[src/rtl/mbisr_pkg.sv]
// rtl/mbisr_pkg.sv - shared constants and spare-entry type for the repair memory
package mbisr_pkg;

  localparam int DEF_ADDR_W     = 4;
  localparam int DEF_DATA_W     = 8;
  localparam int DEF_NUM_SPARES = 2;
  localparam int CNT_W          = 3;

  typedef struct packed {
    logic                  valid;
    logic [DEF_ADDR_W-1:0] tag;
    logic [DEF_DATA_W-1:0] data;
  } spare_t;

endpackage

[src/rtl/mbisr_repair_mem_if.sv]
// rtl/mbisr_repair_mem_if.sv - engine-to-memory access, repair and fault-injection bus
interface mbisr_repair_mem_if
  import mbisr_pkg::*;
#(
  parameter int ADDR_W = DEF_ADDR_W,
  parameter int DATA_W = DEF_DATA_W
);

  logic              ena;
  logic              mem_en;
  logic              mem_we;
  logic [ADDR_W-1:0] mem_addr;
  logic [DATA_W-1:0] mem_wdata;
  logic [DATA_W-1:0] mem_rdata;
  logic              mem_rvalid;
  logic              rep_req;
  logic [ADDR_W-1:0] rep_addr;
  logic              rep_ack;
  logic              rep_ovf;
  logic [CNT_W-1:0]  repair_cnt;
  logic              inj_en;
  logic [ADDR_W-1:0] inj_addr;
  logic [2:0]        inj_bit;
  logic              inj_val;

  modport master (
    output ena, mem_en, mem_we, mem_addr, mem_wdata,
    output rep_req, rep_addr,
    output inj_en, inj_addr, inj_bit, inj_val,
    input  mem_rdata, mem_rvalid, rep_ack, rep_ovf, repair_cnt
  );

  modport slave (
    input  ena, mem_en, mem_we, mem_addr, mem_wdata,
    input  rep_req, rep_addr,
    input  inj_en, inj_addr, inj_bit, inj_val,
    output mem_rdata, mem_rvalid, rep_ack, rep_ovf, repair_cnt
  );

endinterface

[src/rtl/mbisr_remap_cam.sv]
// rtl/mbisr_remap_cam.sv - spare-word tag store: lookup, lowest-free allocation, spare writes
module mbisr_remap_cam
  import mbisr_pkg::*;
#(
  parameter int ADDR_W     = DEF_ADDR_W,
  parameter int DATA_W     = DEF_DATA_W,
  parameter int NUM_SPARES = DEF_NUM_SPARES
) (
  input  logic              clk,
  input  logic              rst_n,
  input  logic [ADDR_W-1:0] lk_addr,
  output logic              lk_hit,
  output logic [DATA_W-1:0] lk_data,
  input  logic              wr_en,
  input  logic [DATA_W-1:0] wr_data,
  input  logic [ADDR_W-1:0] rep_addr,
  output logic              rep_hit,
  output logic              has_free,
  input  logic              alloc_en
);

  spare_t spares [NUM_SPARES];
  int     lk_idx;
  int     free_idx;

  // Scanning from the top down leaves the lowest matching / free index selected.
  always_comb begin
    lk_hit   = 1'b0;
    lk_idx   = 0;
    lk_data  = '0;
    rep_hit  = 1'b0;
    has_free = 1'b0;
    free_idx = 0;
    for (int i = NUM_SPARES - 1; i >= 0; i--) begin
      if (spares[i].valid && spares[i].tag == lk_addr) begin
        lk_hit  = 1'b1;
        lk_idx  = i;
        lk_data = spares[i].data;
      end
      if (spares[i].valid && spares[i].tag == rep_addr) begin
        rep_hit = 1'b1;
      end
      if (!spares[i].valid) begin
        has_free = 1'b1;
        free_idx = i;
      end
    end
  end

  // Allocation only targets an invalid entry and writes only hit valid ones, so they never collide.
  always_ff @(posedge clk or negedge rst_n) begin
    if (!rst_n) begin
      for (int i = 0; i < NUM_SPARES; i++) begin
        spares[i] <= '0;
      end
    end else begin
      for (int i = 0; i < NUM_SPARES; i++) begin
        if (alloc_en && i == free_idx) begin
          spares[i] <= '{valid: 1'b1, tag: rep_addr, data: '0};
        end else if (wr_en && lk_hit && i == lk_idx) begin
          spares[i].data <= wr_data;
        end
      end
    end
  end

endmodule

[src/rtl/mbisr_repair_mem.sv]
// rtl/mbisr_repair_mem.sv - BIST-facing SRAM model with spare-word remapping and a stuck-at injector
module mbisr_repair_mem
  import mbisr_pkg::*;
#(
  parameter int ADDR_W     = DEF_ADDR_W,
  parameter int DATA_W     = DEF_DATA_W,
  parameter int NUM_SPARES = DEF_NUM_SPARES
) (
  input logic               clk,
  input logic               rst_n,
  mbisr_repair_mem_if.slave bus
);

  localparam int WORDS = 1 << ADDR_W;

  logic [DATA_W-1:0] main_mem [WORDS];
  logic              acc_wr;
  logic              acc_rd;
  logic              rep_acc;
  logic              lk_hit;
  logic [DATA_W-1:0] spare_rdata;
  logic              rep_hit;
  logic              has_free;
  logic              alloc_en;
  logic [DATA_W-1:0] rd_data;
  logic [DATA_W-1:0] rdata_q;
  logic              rvalid_q;
  logic              ack_q;
  logic              ovf_q;
  logic [CNT_W-1:0]  cnt_q;

  assign acc_wr   = bus.ena & bus.mem_en & bus.mem_we;
  assign acc_rd   = bus.ena & bus.mem_en & ~bus.mem_we;
  assign rep_acc  = bus.ena & bus.rep_req;
  assign alloc_en = rep_acc & ~rep_hit & has_free;

  mbisr_remap_cam #(
    .ADDR_W    (ADDR_W),
    .DATA_W    (DATA_W),
    .NUM_SPARES(NUM_SPARES)
  ) u_cam (
    .clk     (clk),
    .rst_n   (rst_n),
    .lk_addr (bus.mem_addr),
    .lk_hit  (lk_hit),
    .lk_data (spare_rdata),
    .wr_en   (acc_wr),
    .wr_data (bus.mem_wdata),
    .rep_addr(bus.rep_addr),
    .rep_hit (rep_hit),
    .has_free(has_free),
    .alloc_en(alloc_en)
  );

  // The stuck bit only corrupts main-array reads; the bit loop drops out-of-range indices.
  always_comb begin
    rd_data = lk_hit ? spare_rdata : main_mem[bus.mem_addr];
    if (!lk_hit && bus.inj_en && bus.mem_addr == bus.inj_addr) begin
      for (int b = 0; b < DATA_W; b++) begin
        if (b == int'(bus.inj_bit)) begin
          rd_data[b] = bus.inj_val;
        end
      end
    end
  end

  always_ff @(posedge clk or negedge rst_n) begin
    if (!rst_n) begin
      for (int i = 0; i < WORDS; i++) begin
        main_mem[i] <= '0;
      end
    end else if (acc_wr && !lk_hit) begin
      main_mem[bus.mem_addr] <= bus.mem_wdata;
    end
  end

  always_ff @(posedge clk or negedge rst_n) begin
    if (!rst_n) begin
      rdata_q  <= '0;
      rvalid_q <= 1'b0;
      ack_q    <= 1'b0;
      ovf_q    <= 1'b0;
      cnt_q    <= '0;
    end else begin
      rvalid_q <= acc_rd;
      ack_q    <= rep_acc;
      if (acc_rd) begin
        rdata_q <= rd_data;
      end
      if (alloc_en) begin
        cnt_q <= cnt_q + CNT_W'(1);
      end else if (rep_acc && !rep_hit) begin
        ovf_q <= 1'b1;
      end
    end
  end

  assign bus.mem_rdata  = rdata_q;
  assign bus.mem_rvalid = rvalid_q;
  assign bus.rep_ack    = ack_q;
  assign bus.rep_ovf    = ovf_q;
  assign bus.repair_cnt = cnt_q;

endmodule

[src/flat_wrapper.sv]
// flat-port wrapper written by rule: the top's interface ports become plain ports
module mbisr_repair_mem_flat import mbisr_pkg::*;
#(
  parameter int ADDR_W     = DEF_ADDR_W,
  parameter int DATA_W     = DEF_DATA_W,
  parameter int NUM_SPARES = DEF_NUM_SPARES
)
  (clk, rst_n, bus_ena, bus_mem_en, bus_mem_we, bus_mem_addr, bus_mem_wdata, bus_rep_req, bus_rep_addr, bus_inj_en, bus_inj_addr, bus_inj_bit, bus_inj_val, bus_mem_rdata, bus_mem_rvalid, bus_rep_ack, bus_rep_ovf, bus_repair_cnt);
  mbisr_repair_mem_if #(.ADDR_W(ADDR_W), .DATA_W(DATA_W)) bus_i ();
  input logic clk;
  input logic rst_n;
  input wire logic [$bits(bus_i.ena)-1:0] bus_ena;
  input wire logic [$bits(bus_i.mem_en)-1:0] bus_mem_en;
  input wire logic [$bits(bus_i.mem_we)-1:0] bus_mem_we;
  input wire logic [$bits(bus_i.mem_addr)-1:0] bus_mem_addr;
  input wire logic [$bits(bus_i.mem_wdata)-1:0] bus_mem_wdata;
  input wire logic [$bits(bus_i.rep_req)-1:0] bus_rep_req;
  input wire logic [$bits(bus_i.rep_addr)-1:0] bus_rep_addr;
  input wire logic [$bits(bus_i.inj_en)-1:0] bus_inj_en;
  input wire logic [$bits(bus_i.inj_addr)-1:0] bus_inj_addr;
  input wire logic [$bits(bus_i.inj_bit)-1:0] bus_inj_bit;
  input wire logic [$bits(bus_i.inj_val)-1:0] bus_inj_val;
  output wire logic [$bits(bus_i.mem_rdata)-1:0] bus_mem_rdata;
  output wire logic [$bits(bus_i.mem_rvalid)-1:0] bus_mem_rvalid;
  output wire logic [$bits(bus_i.rep_ack)-1:0] bus_rep_ack;
  output wire logic [$bits(bus_i.rep_ovf)-1:0] bus_rep_ovf;
  output wire logic [$bits(bus_i.repair_cnt)-1:0] bus_repair_cnt;
  assign bus_i.ena = bus_ena;
  assign bus_i.mem_en = bus_mem_en;
  assign bus_i.mem_we = bus_mem_we;
  assign bus_i.mem_addr = bus_mem_addr;
  assign bus_i.mem_wdata = bus_mem_wdata;
  assign bus_i.rep_req = bus_rep_req;
  assign bus_i.rep_addr = bus_rep_addr;
  assign bus_i.inj_en = bus_inj_en;
  assign bus_i.inj_addr = bus_inj_addr;
  assign bus_i.inj_bit = bus_inj_bit;
  assign bus_i.inj_val = bus_inj_val;
  assign bus_mem_rdata = bus_i.mem_rdata;
  assign bus_mem_rvalid = bus_i.mem_rvalid;
  assign bus_rep_ack = bus_i.rep_ack;
  assign bus_rep_ovf = bus_i.rep_ovf;
  assign bus_repair_cnt = bus_i.repair_cnt;
  mbisr_repair_mem #(.ADDR_W(ADDR_W), .DATA_W(DATA_W), .NUM_SPARES(NUM_SPARES)) u_core (.clk(clk), .rst_n(rst_n), .bus(bus_i));
endmodule
[config.mk]
export PLATFORM = sky130hd
export DESIGN_NAME = mbisr_repair_mem_flat
export DESIGN_NICKNAME = d
export VERILOG_FILES = /design/src/rtl/mbisr_pkg.sv /design/src/rtl/mbisr_repair_mem_if.sv /design/src/rtl/mbisr_remap_cam.sv /design/src/rtl/mbisr_repair_mem.sv /design/src/flat_wrapper.sv
export SDC_FILE = /design/constraint.sdc
export NUM_CORES = 1
export LEC_CHECK = 0
export CORE_MARGIN = 4
export CORE_UTILIZATION = 40
export DETAILED_ROUTE_END_ITERATION = 8
export PLACE_DENSITY = 0.61
export SLEW_MARGIN = 20
export SYNTH_ARGS = -nofsm -noshare
export SYNTH_HDL_FRONTEND = slang
export SYNTH_SLANG_ARGS = --single-unit
[constraint.sdc]
create_clock -name clk -period 3.5 [get_ports clk]
set_input_delay 0.35 -clock clk [delete_from_list [all_inputs] [get_ports clk]]
set_output_delay 0.35 -clock clk [all_outputs]
set_load 0.05 [all_outputs]
==> impl_results.md, run 1 <==
* Result of the run: completed
* FF+latch count, synth at 168
* Fin nets at 647
* Primary FF master, synth: sky130_fd_sc_hd__dfrtp_1
* Number of antenna diodes at 0
* Share of power burned in the clock network at 32.9%
* Clock sink count at 168
* Final HPWL from detailed placement at 12.9 mm
* Most frequently used cell type in the post-synthesis netlist: sky130_fd_sc_hd__dfrtp_1
* Number of levels in the clock H-tree at 4
* Final GP Congestion at 0.848
* DIE AREA at 22500 sq um
* Port-buffer cells at 44
* Number of placed I/O pins at 45
* Synthesized instance count at 573
* CTS tree: yes
* Initial antenna violation count at 0
* Routed Wire Length at 19.1 mm
* Number of buffers created by CTS at 17
* Root buffer cell: sky130_fd_sc_hd__clkbuf_16
* Synth unique cells at 52
* Count of filler cells inserted in the layout at 1771
* Effective utilization at floorplan at 41.0%
* Total negative setup slack at 0 ns
* Number of endpoints failing setup at the final stage at 0
* Average wire per standard cell at 21.4 microns
* Setup skew after layout at 0.0101 ns
* Async set-or-reset flop fraction in the synthesized netlist at 100%
* Worst rel slew slack at 43.0%
* Leakage power of the design at 4.05 nW
* Fraction of the yosys area taken by sequential cells at 52.1%
* Top cells by instance count after synthesis: sky130_fd_sc_hd__dfrtp_1 (168), sky130_fd_sc_hd__mux2_2 (137), sky130_fd_sc_hd__mux4_2 (31), sky130_fd_sc_hd__clkbuf_1 (22)
* Proportion of layout cells with a drive suffix above 1 at 40.1%
* Post-detailed-placement cell area at 8770 sq um
* Pin count of the biggest net entering global routing at 78
* Worst Path Required at 3.81 ns
* Critical path startpoint category: primary input
* Clock slew at reported path FFs at 0.07 ns
* Final number of max-transition violations at 0
* Placement row count at 51
* Final Hold Vio Count at 0
* Post-route cell area at 9350 sq um
* Multi-input logic area at 3660 sq um
* Minimum clock period at 2.49 ns
* Post-CTS Repair Setup Buffers at 0
* Power density normalized to cell area at 595 nW/um^2
* Global route overflow at 0
* Vias in the first global route at 5414
* Top cell type by total area after synthesis: sky130_fd_sc_hd__dfrtp_1
* Yosys Warn Count at 0
* Core Area at 19700 sq um
* First DRT Iteration DRCs at 235
* Fraction of power spent switching nets at 29.8%
* CP endpoint kind: flop
* Max-cap violations at 0
* Wire length of the first global-routing pass at 31.2 mm
* Worst Path Arrival at 2.80 ns
* Netlist Area Pre-Place at 8070 sq um
* Total power at 5.56 mW
* Total routing usage reported by global routing at 18.2%
* Synth-to-layout area growth at 15.9%
* Class of the most critical setup path: primary input to flop
* Quantity of gates resized following cts at 0
* Fraction of post-synthesis cell area in the top cell type by area at 52.1%
* Largest buffer count on any clock path at 2
* Setup repair after global routing missed its margin: false
* Sequential fraction of design power at 45.9%
* Peak ir drop on the vdd network at 0.328 mV
* Switching power at 1.65 mW
* Die Span Y at 150 microns
* Internal power contribution at 3.90 mW
* Vias at 4989
* Top area cells in the synthesized netlist: sky130_fd_sc_hd__dfrtp_1 (52%), sky130_fd_sc_hd__mux2_2 (19%), sky130_fd_sc_hd__mux4_2 (8.7%)
* Number of optimization iterations in the first detailed-route pass at 5
* Max Fclk at 401 MHz
* Crit path max fanout at 8
* Final critical-path share of the clock period at 71.3%
* Number of enable-type register cells in the synthesized netlist at 0
* DR vias/cell at 5.59
* Actual transition at the worst max-transition pin at 0.852 ns
* Clock network latency to the later pin of the worst-skew pair at 0.43 ns
* Type of the most critical hold path: flop to flop
* Post-synth net total at 605
* Register Area at 4200 sq um
* Residual DRC count at 0
* Overall die width at 150 microns
* Number of nets with antenna violations after routing at 0
* Mean instance size in the synthesized netlist at 14.1 sq um
* Hold buffer count at CTS at 1
* Logic gate share of total power at 21.2%
[worst paths after layout]
| kind | from | endpoint | slack (ns) | cells past startpoint |
|---|---|---|---|---|
| worst max-delay path | bus_mem_addr[2] | u_core.main_mem[125] | 1.01 | 7 |
| worst min-delay path | u_core.bus.repair_cnt[2] | u_core.bus.repair_cnt[2] | 0.47 | 1 |
| worst max register to register | u_core.u_cam.spares[21] | u_core.main_mem[125] | 1.17 | 6 |
| worst min register to register | u_core.bus.repair_cnt[2] | u_core.bus.repair_cnt[2] | 0.47 | 1 |
| max in group asynchronous | rst_n | u_core.main_mem[96] | 2.00 | 3 |
| min in group asynchronous | rst_n | u_core.bus.repair_cnt[0] | 0.52 | 2 |
[state kept, by name, summed over array words and instances (netlist names)]
| signal | cells |
|---|---|
| u_core.bus.mem_rdata | 8 |
| u_core.bus.mem_rvalid | 1 |
| u_core.bus.rep_ack | 1 |
| u_core.bus.rep_ovf | 1 |
| u_core.bus.repair_cnt | 3 |
| u_core.main_mem | 128 |
| u_core.u_cam.spares | 26 |
[final cells by class]
| class | count | share of cell area (%) |
|---|---|---|
| clock buffers | 18 | 4.59 |
| inverters | 2 | 0.0803 |
| flip-flops and latches | 168 | 45.0 |
| repair buffers | 61 | 6.14 |
| clock inverters | 14 | 1.46 |
| multi-input cells | 365 | 39.2 |
| well taps | 265 | 3.55 |
[layer usage]
metal	part of all wire, %	wire (microns)	GRT usage [%]	vias up
met5	0	0	0	-
met4	1.6	297	5.99	0
met2	49	9330	28.9	115
li1	-	-	-	2217
met1	45	8680	25.0	2632
met3	4.2	812	3.85	25
[metrics by stage]
stage          hold WS [ns]  setup WS (ns)  cells  utilization (%)
2_1_floorplan        0.0544           1.45    573                -
3_3_place_gp          0.428          0.577    860             44.6
4_1_cts               0.480           1.00    893             47.6
5_1_grt               0.500          0.853    893             47.6
6_report              0.469           1.01    893             47.6
3_5_place_dp          0.439          0.541    860             44.6
[power groups by stage]
stage	logic, mW	registers [mW]	clock network, mW
CTS	1.19	2.55	1.88
global route	1.28	2.60	1.96
detailed placement	1.18	2.59	0
floorplan	0.703	2.66	0
global placement	1.15	2.56	0
finish	1.18	2.55	1.83
[layout by cell type, fill, tap and decap left out, types with 3 or more instances in the layout]
| master | count |
|---|---|
| sky130_fd_sc_hd__dfrtp_1 | 168 |
| sky130_fd_sc_hd__o221ai_1 | 4 |
| sky130_fd_sc_hd__nor3_4 | 3 |
| sky130_fd_sc_hd__o22ai_1 | 4 |
| sky130_fd_sc_hd__a22oi_1 | 16 |
| sky130_fd_sc_hd__nor3_1 | 3 |
| sky130_fd_sc_hd__and2_1 | 3 |
| sky130_fd_sc_hd__xor2_1 | 13 |
| sky130_fd_sc_hd__nor2b_1 | 6 |
| sky130_fd_sc_hd__mux2i_1 | 8 |
| sky130_fd_sc_hd__nand2b_1 | 5 |
| sky130_fd_sc_hd__clkbuf_16 | 17 |
| sky130_fd_sc_hd__mux2_2 | 137 |
| sky130_fd_sc_hd__nand2_1 | 15 |
| sky130_fd_sc_hd__a31o_2 | 3 |
| sky130_fd_sc_hd__nor2_1 | 15 |
| sky130_fd_sc_hd__a211oi_1 | 6 |
| sky130_fd_sc_hd__nand3_1 | 5 |
| sky130_fd_sc_hd__o21ai_0 | 14 |
| sky130_fd_sc_hd__buf_4 | 15 |
| sky130_fd_sc_hd__mux4_2 | 31 |
| sky130_fd_sc_hd__a31oi_1 | 5 |
| sky130_fd_sc_hd__xnor2_1 | 9 |
| sky130_fd_sc_hd__a21oi_1 | 16 |
| sky130_fd_sc_hd__inv_6 | 7 |
| sky130_fd_sc_hd__clkdlybuf4s50_1 | 41 |
| sky130_fd_sc_hd__nor2_2 | 12 |
| sky130_fd_sc_hd__nor3_2 | 5 |
[critical path, cell delays in order]
cell,delay [ns]
sky130_fd_sc_hd__clkdlybuf4s50_1,0.67
sky130_fd_sc_hd__xor2_1,0.18
sky130_fd_sc_hd__nor3_1,0.07
sky130_fd_sc_hd__nand3_1,0.30
sky130_fd_sc_hd__nand4b_2,0.25
sky130_fd_sc_hd__nor3_2,0.56
sky130_fd_sc_hd__mux2_2,0.41
[logic make-up (layout without fill, tap and decap cells)]
logic type / Yosys count / in the layout / synth area share [%]
AOI/OAI and AO/OA: 77 / 77 / 6.33
buffers and inverters: 40 / 95 / 2.44
muxes: 177 / 177 / 29.1
adders and majority gates: 1 / 1 / 0.155
DFF: 168 / 168 / 52.1
xor gates and xnor gates: 22 / 22 / 2.39
and+or+nand+nor: 88 / 88 / 7.46
(Power assumes the default switching activity.)
==> run 2, diff against run 1 <==
Clock period 3.5 ns to 2.45 ns, I/O delays scaled along.
==> run 2 against run 1 <==
  * Sequential cell count unchanged
  * Critical path depth increased by 1
  * Worst hold slack got worse by 0.13 ns
  * Sequential power increased by 43%
  * Global-route usage decreased by 0.40 points
  * Cell count increased by 3.2%
  * Non-clock buffer count increased by 29
  * Die area unchanged
  * Largest cell class unchanged
  * Highest routed layer unchanged
==> impl_results.md, run 2 (same netlist as run 1, synthesis figures left out) <==
* Count of filler cells inserted in the layout at 1762
* Proportion of layout cells with a drive suffix above 1 at 43.1%
* Residual DRC count at 0
* DIE AREA at 22500 sq um
* Wire length of the first global-routing pass at 30.4 mm
* Setup repair after global routing missed its margin: false
* Number of antenna diodes at 0
* Initial antenna violation count at 0
* Global route overflow at 0
* Number of optimization iterations in the first detailed-route pass at 4
* Class of the most critical setup path: primary input to flop
* Power density normalized to cell area at 833 nW/um^2
* DR vias/cell at 5.44
* Number of placed I/O pins at 45
* CP endpoint kind: flop
* Port-buffer cells at 44
* Fin nets at 676
* Delay of the slowest cell on the worst path at 0.49 ns
* Overall die width at 150 microns
* CTS tree: yes
* Final WS setup at 0.308 ns
* Post-detailed-placement cell area at 9060 sq um
* Worst slack at placement at -0.223 ns
* Actual transition at the worst max-transition pin at 0.874 ns
* Post-route cell area at 9690 sq um
* Number of cells on the worst reg-to-reg path at 7
* Number of levels in the clock H-tree at 4
* Final critical-path share of the clock period at 87.4%
* Total negative setup slack at 0 ns
* Minimum clock period at 2.14 ns
* Placement row count at 51
* Final GP Congestion at 0.861
* Largest buffer count on any clock path at 2
* Vias in the first global route at 5374
* Clock slew at reported path FFs at 0.06 ns
* Core Area at 19700 sq um
* Commonest cells after routing, fill and taps aside: sky130_fd_sc_hd__dfrtp_1 (168), sky130_fd_sc_hd__mux2_2 (137), sky130_fd_sc_hd__clkdlybuf4s50_1 (41)
* End of the worst register-to-register path: u_core.main_mem[17]
* Worst rel slew slack at 41.5%
* Worst hold slack across all endpoints at 0.343 ns
* First DRT Iteration DRCs at 216
* Setup skew after layout at 0.00582 ns
* Most flops, register: u_core.main_mem
* Vias at 5016
* Result of the run: completed
* Number of flip-flops under the largest register name at 128
* Cell chain of the critical path: clkdlybuf4s50_1 -> buf_4 -> xor2_1 -> nor3_2 -> nand3_4 -> nand4b_2 -> nor2_2 -> mux2_2
* Slack of the worst reg-to-reg path at 0.31 ns
* Crit path max fanout at 8
* Root buffer cell: sky130_fd_sc_hd__clkbuf_16
* Post-CTS Repair Setup Buffers at 0
* Clock network latency to the later pin of the worst-skew pair at 0.42 ns
* Number of buffers created by CTS at 17
* Max stage delay cell, worst path: sky130_fd_sc_hd__clkdlybuf4s50_1
* Routed Wire Length at 18.7 mm
* Max Fclk at 467 MHz
* Final number of max-transition violations at 0
* Die Span Y at 150 microns
* Clock sink count at 168
* Number of placed instances, taps included at 889
* Synth-to-layout area growth at 20.1%
* Worst reg2reg path startpoint: u_core.u_cam.spares[23]
* Final HPWL from detailed placement at 13.0 mm
* Number of endpoints failing setup at the final stage at 0
* Crit path capture: u_core.main_mem[17]
* Leakage power of the design at 4.24 nW
* Worst Path Arrival at 2.45 ns
* Worst Path Required at 2.75 ns
* Type of the most critical hold path: primary input to async pin
* Total routing usage reported by global routing at 17.8%
* Effective utilization at floorplan at 41.0%
* Final Hold Vio Count at 0
* Commonest non-fill, non-tap cell in the layout: sky130_fd_sc_hd__dfrtp_1
* Max-cap violations at 0
* Number of nets with antenna violations after routing at 0
* Final core utilization at 49.3%
* Crit path from: bus_mem_addr[2]
* Total power at 8.07 mW
* Pin count of the biggest net entering global routing at 59
* Peak ir drop on the vdd network at 0.514 mV
* Number of non-filler instances in the completed layout at 922
* Average wire per standard cell at 20.3 microns
* Critical path startpoint category: primary input
[run 2: cell count changes in the layout (fill, tap and decap cells not counted)]
cell,before,now
sky130_fd_sc_hd__bufinv_16,1,2
sky130_fd_sc_hd__buf_4,15,38
sky130_fd_sc_hd__nor2b_2,0,1
sky130_fd_sc_hd__clkinv_2,2,1
sky130_fd_sc_hd__clkbuf_1,1,0
sky130_fd_sc_hd__clkbuf_8,0,3
sky130_fd_sc_hd__buf_12,1,7
sky130_fd_sc_hd__clkinvlp_4,2,3
sky130_fd_sc_hd__clkinv_4,1,4
sky130_fd_sc_hd__inv_6,7,1
sky130_fd_sc_hd__nor2b_1,6,5
[run 2: power breakdown]
group | total (mW) | internal, mW | switching, mW
Sequential | 3.64 | 3.33 | 0.311
Combinational | 1.71 | 0.860 | 0.854
Clock | 2.72 | 1.60 | 1.12
Total | 8.07 | 5.79 | 2.29
[run 2: critical path: cells and delay by family]
kind                   cells  cell delay, ns
multiplexers               1            0.40
AND/OR/NAND/NOR            4            0.94
buffers and inverters      2            0.66
XOR/XNOR                   1            0.19
[run 2: layer usage]
metal / global-route usage [%] / routed length [microns] / vias to the layer above
met5: 0 / 0 / -
met3: 3.97 / 769 / 13
met4: 4.35 / 212 / 0
li1: - / - / 2280
met1: 24.7 / 8750 / 2623
met2: 28.6 / 8990 / 100
[run 2: worst min-delay path by stage]
stage | startpoint | end | slack (ns)
after global placement | rst_n | u_core.u_cam.spares[21] | 0.23
final | rst_n | u_core.u_cam.spares[8] | 0.34
after global routing | rst_n | u_core.u_cam.spares[8] | 0.41
after detailed placement | rst_n | u_core.u_cam.spares[8] | 0.25
after floorplan | rst_n | u_core.bus.mem_rdata[0] | -0.05
after CTS | rst_n | u_core.u_cam.spares[8] | 0.37
[run 2: cell type report]
type | count | area, sq um | share of cell area [%]
inverters | 2 | 7.51 | 0.0775
well taps | 265 | 332 | 3.42
flip-flops and latches | 168 | 4200 | 43.4
clock buffers | 20 | 467 | 4.82
clock inverters | 12 | 143 | 1.47
repair buffers | 90 | 867 | 8.95
multi-input cells | 365 | 3670 | 37.9
[run 2: timing repair]
| item | 4_1_cts | 5_1_grt |
|---|---|---|
| hold endpoints to repair | 54 | 0 |
| setup endpoints to repair | 0 | 4 |
| hold buffers | 1 | 0 |
| resized for setup | 0 | 1 |
